**src/rtl/block_serializer_if.sv**
```systemverilog
// Block-to-byte link: a parallel block goes in, a byte stream with last-byte marker comes out.
// The master drives the block source and the byte sink; the slave is the serializer.
interface block_serializer_if #(
    parameter int WIDTH = 352
) ();
    logic             in_valid;
    logic [WIDTH-1:0] in_state;
    logic             in_ready;
    logic             out_valid;
    logic [7:0]       out_data;
    logic             out_ready;
    logic             out_last;
    logic             busy;

    modport master (
        output in_valid, in_state, out_ready,
        input  in_ready, out_valid, out_data, out_last, busy
    );

    modport slave (
        input  in_valid, in_state, out_ready,
        output in_ready, out_valid, out_data, out_last, busy
    );
endinterface

```
**src/rtl/block_serializer.sv**
```systemverilog
// Double-buffered block serializer: a hold register catches the next block while the
// shifter streams the current one MSB byte first, so consecutive blocks leave back-to-back.

// One byte lane of the hold/shift storage. Lane NBYTES-1 carries the byte on the wire.
module block_serializer_lane (
    input  logic       clk,
    input  logic       rst,
    input  logic       load_hold,
    input  logic       load_shift,
    input  logic       shift_en,
    input  logic [7:0] in_byte,
    input  logic [7:0] shift_in,
    output logic [7:0] shift_byte
);
    logic [7:0] hold_byte;

    always_ff @(posedge clk or posedge rst) begin
        if (rst) begin
            hold_byte  <= '0;
            shift_byte <= '0;
        end else begin
            if (load_hold)
                hold_byte <= in_byte;
            // a new block replaces whatever was left in the shifter
            if (load_shift)
                shift_byte <= hold_byte;
            else if (shift_en)
                shift_byte <= shift_in;
        end
    end
endmodule

module block_serializer #(
    parameter int WIDTH = 352
) (
    input  logic               clk,
    input  logic               rst,
    block_serializer_if.slave  bus
);
    localparam int NBYTES = WIDTH / 8;
    localparam int CW     = $clog2(NBYTES + 1);

    generate
        if ((WIDTH % 8) != 0 || WIDTH < 8) begin : g_width_chk
            $error("block_serializer: WIDTH must be a positive multiple of 8");
        end
    endgenerate

    logic                       hold_full;
    logic [CW-1:0]              cnt;
    logic [NBYTES-1:0][7:0]     in_bytes;
    logic [NBYTES-1:0][7:0]     shift_bytes;
    logic [NBYTES-1:0][7:0]     shift_in;
    logic                       accept;
    logic                       byte_hs;
    logic                       shifter_free;
    logic                       transfer;

    // packed byte index NBYTES-1 is the MSB byte, i.e. the first one sent
    assign in_bytes = bus.in_state;
    assign shift_in = {shift_bytes[NBYTES-2:0], 8'h00};

    assign accept       = bus.in_valid & ~hold_full;
    assign byte_hs      = (cnt != '0) & bus.out_ready;
    assign shifter_free = (cnt == '0) | ((cnt == CW'(1)) & byte_hs);
    assign transfer     = hold_full & shifter_free;

    block_serializer_lane u_lane [NBYTES-1:0] (
        .clk        (clk),
        .rst        (rst),
        .load_hold  (accept),
        .load_shift (transfer),
        .shift_en   (byte_hs),
        .in_byte    (in_bytes),
        .shift_in   (shift_in),
        .shift_byte (shift_bytes)
    );

    always_ff @(posedge clk or posedge rst) begin
        if (rst) begin
            hold_full <= 1'b0;
            cnt       <= '0;
        end else begin
            // accept needs an empty hold register, so it never coincides with transfer
            if (accept)
                hold_full <= 1'b1;
            if (transfer) begin
                hold_full <= 1'b0;
                cnt       <= CW'(NBYTES);
            end else if (byte_hs) begin
                cnt       <= cnt - CW'(1);
            end
        end
    end

    assign bus.in_ready  = ~hold_full;
    assign bus.out_valid = (cnt != '0);
    assign bus.out_data  = shift_bytes[NBYTES-1];
    assign bus.out_last  = (cnt == CW'(1));
    assign bus.busy      = hold_full | (cnt != '0);
endmodule
```
**src/flat_wrapper.sv**
```systemverilog
// flat-port wrapper written by rule: the top's interface ports become plain ports
module block_serializer_flat 
#(
    parameter int WIDTH = 352
)
  (clk, rst, bus_in_valid, bus_in_state, bus_out_ready, bus_in_ready, bus_out_valid, bus_out_data, bus_out_last, bus_busy);
  block_serializer_if #(.WIDTH(WIDTH)) bus_i ();
  input  logic clk;
  input  logic rst;
  input wire logic [$bits(bus_i.in_valid)-1:0] bus_in_valid;
  input wire logic [$bits(bus_i.in_state)-1:0] bus_in_state;
  input wire logic [$bits(bus_i.out_ready)-1:0] bus_out_ready;
  output wire logic [$bits(bus_i.in_ready)-1:0] bus_in_ready;
  output wire logic [$bits(bus_i.out_valid)-1:0] bus_out_valid;
  output wire logic [$bits(bus_i.out_data)-1:0] bus_out_data;
  output wire logic [$bits(bus_i.out_last)-1:0] bus_out_last;
  output wire logic [$bits(bus_i.busy)-1:0] bus_busy;
  assign bus_i.in_valid = bus_in_valid;
  assign bus_i.in_state = bus_in_state;
  assign bus_i.out_ready = bus_out_ready;
  assign bus_in_ready = bus_i.in_ready;
  assign bus_out_valid = bus_i.out_valid;
  assign bus_out_data = bus_i.out_data;
  assign bus_out_last = bus_i.out_last;
  assign bus_busy = bus_i.busy;
  block_serializer #(.WIDTH(WIDTH)) u_core (.clk(clk), .rst(rst), .bus(bus_i));
endmodule
```
**config.mk**
```make
export PLATFORM = sky130hd
export DESIGN_NAME = block_serializer_flat
export DESIGN_NICKNAME = d
export VERILOG_FILES = /design/src/rtl/block_serializer_if.sv /design/src/rtl/block_serializer.sv /design/src/flat_wrapper.sv
export SDC_FILE = /design/constraint.sdc
export NUM_CORES = 2
export LEC_CHECK = 0
export BUFFER_PORTS_ARGS = -buffer_cell sky130_fd_sc_hd__buf_2
export CORE_MARGIN = 2
export CORE_UTILIZATION = 55
export CTS_BUF_LIST = sky130_fd_sc_hd__clkbuf_8
export DETAILED_ROUTE_END_ITERATION = 12
export HOLD_SLACK_MARGIN = 0.06
export PLACE_DENSITY_LB_ADDON = 0.3
export SYNTH_ARGS = -nofsm -noshare
export SYNTH_HDL_FRONTEND = slang
export SYNTH_HIERARCHICAL = 1
export SYNTH_SLANG_ARGS = --single-unit
```
**constraint.sdc**
```tcl
create_clock -name clk -period 13.6 [get_ports clk]
set_input_delay 3.4 -clock clk [delete_from_list [all_inputs] [get_ports clk]]
set_output_delay 3.4 -clock clk [all_outputs]
set_load 0.02 [all_outputs]
```
==> impl_metrics.json <==
{
  "power_density_mw_per_mm2": 208,
  "synthDistinctLibCells": 34,
  "syn_to_final_growth_pct": 12.5,
  "critPathLaunchType": "primary input",
  "setup-tns-final_ps": 0,
  "first_pass_iters": 5,
  "holdBufCountCts": 0,
  "design_power_total_mw": 7.41,
  "status": "finished, final reports clean",
  "finalWorstPathRequiredPeriod_ps": 6030,
  "nets": 3075,
  "synthArstFlopShare": 1.00,
  "hp-start": "u_core/u_lane[13]/hold_byte[2]",
  "tightest_slew_ps": 1160,
  "avgSynthCellArea_um2": 13.5,
  "r2r_end": "u_core/u_lane[33]/shift_byte[2]",
  "die_w_um": 244,
  "port_buffers": 367,
  "reg2reg_depth": 9,
  "peakVddDrop_mv": 0.104,
  "multiInputGateArea_mm2": 0.0123,
  "grt_start_max_net_pins": 256,
  "grt_usage": 0.235,
  "fmax_ghz": 0.166,
  "drcViolationCount": 0,
  "synth_top_area_cell": "dfrtp_1",
  "gp_congestion": 0.821,
  "root_buffer": "clkbuf_8",
  "min_to": "u_core/u_lane[13]/shift_byte[2]",
  "yosys_register_bits": 711,
  "vias": 19000,
  "drv_slew": 0,
  "endpoint_kind": "flop",
  "crit_arrival_ps": 6570,
  "rows": 88,
  "crit_fanout": 60,
  "drv_cap": 0,
  "synth_seq_area_share": 0.561,
  "via_per_inst": 5.28,
  "grt_pass1_wl_mm": 111,
  "synth_area_mm2": 0.0317,
  "min_path_type": "flop to flop",
  "drt_iter0_drc": 1136,
  "clkSinkCount": 711,
  "worstReg2RegStart": "u_core/cnt[0]",
  "slew_headroom": 0.229,
  "rsz0062_at_grt": "no",
  "hold_violations": 0,
  "htreeDepth": 3,
  "cts_setup_buffers": 0,
  "hold_depth": 2,
  "drt_wl_total_mm": 69.2,
  "clk_pin_slew_ps": 60,
  "cts_tree": "yes",
  "antenna_found_initial": 46,
  "seqCellArea_mm2": 0.0178,
  "grt_pass1_vias": 20100,
  "synth_edf_count": 0,
  "layout-drive-gt1-share": 0.323,
  "postRouteAntennaNets": 0,
  "fill_cells": 4403,
  "synth_top_area_share": 0.561,
  "fin_util": 0.622,
  "coreArea_mm2": 0.0574,
  "syn_inst": 2344,
  "clk_latency_ps": 710,
  "finalSetupViolCount": 0,
  "clk_path_buf_depth": 3,
  "wire_per_inst_um": 19.2,
  "initial_core_util": 0.553,
  "die_area_mm2": 0.0596,
  "crit_type": "primary input to flop",
  "required_ps": 14140,
  "leakage_nw": 17.3,
  "cts_resized": 0,
  "fin_skew_ps": 21.0,
  "ys.flop_type": "dfrtp_1",
  "gr-total-overflow": 0,
  "yosys-top-cells-area": "dfrtp_1 (56%), mux2_4 (17%), mux2i_1 (11%)",
  "reg2reg_setup_slack_ps": 9490,
  "yosysWarnings": 6,
  "io_pins": 368,
  "cts_made_buffers": 115,
  "chipHeight_um": 244,
  "hpwl_mm": 46.4,
  "min_period_over_period": 0.444
}
worst max-delay path, cell delays in order:
cell,delay (ps)
buf_2,150
a21boi_4,180
buf_4,540
buf_4,870
buf_4,900
mux2i_1,300
o21ai_1,90
Yosys cell counts, drive strengths merged (2+ instances only):
master and n:
mux2 353, mux2i 352, nor3 3, o21ai 354, inv 51, a41oi 2, ha 2, buf 133
nand2 357, dfrtp 711, nor2 8
per-stage QoR:
step	cells	hold WS (ps)	setup slack (ps)	area (µm²)
2_1_floorplan	2351	456	1490	31700
3_3_place_gp	3365	468	7010	33200
3_5_place_dp	3365	473	6890	33200
4_1_cts	3576	488	7670	35600
5_1_grt	3590	506	7430	35700
6_report	3597	486	7570	35700
how the worst max path moves through the flow:
stage	startpoint	to	slack, ps	cells past startpoint
2_1_floorplan	bus_out_ready	u_core/u_lane[0]/shift_byte[3]	1490	5
3_3_place_gp	bus_out_ready	u_core/u_lane[35]/shift_byte[0]	7010	7
3_5_place_dp	bus_out_ready	u_core/u_lane[33]/shift_byte[5]	6890	7
4_1_cts	bus_out_ready	u_core/u_lane[33]/shift_byte[5]	7670	7
5_1_grt	bus_out_ready	u_core/u_lane[33]/shift_byte[5]	7430	7
6_report	bus_out_ready	u_core/u_lane[33]/shift_byte[2]	7570	7
layout by cell type, fill, tap and decap left out, types with 2 or more instances in the layout:
cell	netlist	layout
diode_2	0	21
clkinvlp_4	0	3
a41oi_1	2	2
o21ai_0	2	2
bufinv_16	0	4
nor3_1	2	2
buf_4	1	11
buf_2	0	367
clkinv_2	0	5
nand2_1	357	357
conb_1	1	8
clkbuf_8	0	149
o21ai_1	352	352
nor2_1	7	7
mux2_4	352	352
inv_1	51	98
inv_6	0	3
buf_12	0	4
ha_1	2	2
dfrtp_1	711	711
mux2i_1	352	352
kinds of logic after synthesis:
kind of cell    after synthesis  synth area share
simple gates                375            0.0468
other cells                   1          0.000118
xor+xnor                      1          0.000276
flops                       711             0.561
fa+ha+maj                     2          0.000789
buf+inv                     184            0.0532
mux                         705             0.278
compound gates              365            0.0594
state kept, by name, indices dropped and copies added (netlist names):
register / cells
u_core/cnt: 6
u_core/hold_full: 1
u_core/u_lane/hold_byte: 352
u_core/u_lane/shift_byte: 352
cell type report:
type	count	area share
sequential	711	0.499
multi-input combinational	1456	0.344
clock buffer	149	0.0575
timing repair buffer	382	0.0560
tap	765	0.0268
clock inverter	62	0.0104
inverter	51	0.00537
antenna	21	0.00147
power breakdown:
group / internal, mW / total, mW / switching [mW]
sequential: 3.09 / 3.76 / 0.669
clock: 1.05 / 1.89 / 0.842
combinational: 1.11 / 1.75 / 0.646
per-layer routing:
layer | GRT usage | wire length (µm) | vias up
met3 | 0.0629 | 3940 | 168
li1 | - | - | 8904
met2 | 0.366 | 32400 | 399
met1 | 0.321 | 30800 | 9482
met5 | 0 | 194 | -
met4 | 0.0757 | 1870 | 34
Note: power is estimated with default switching activity, not from simulation.
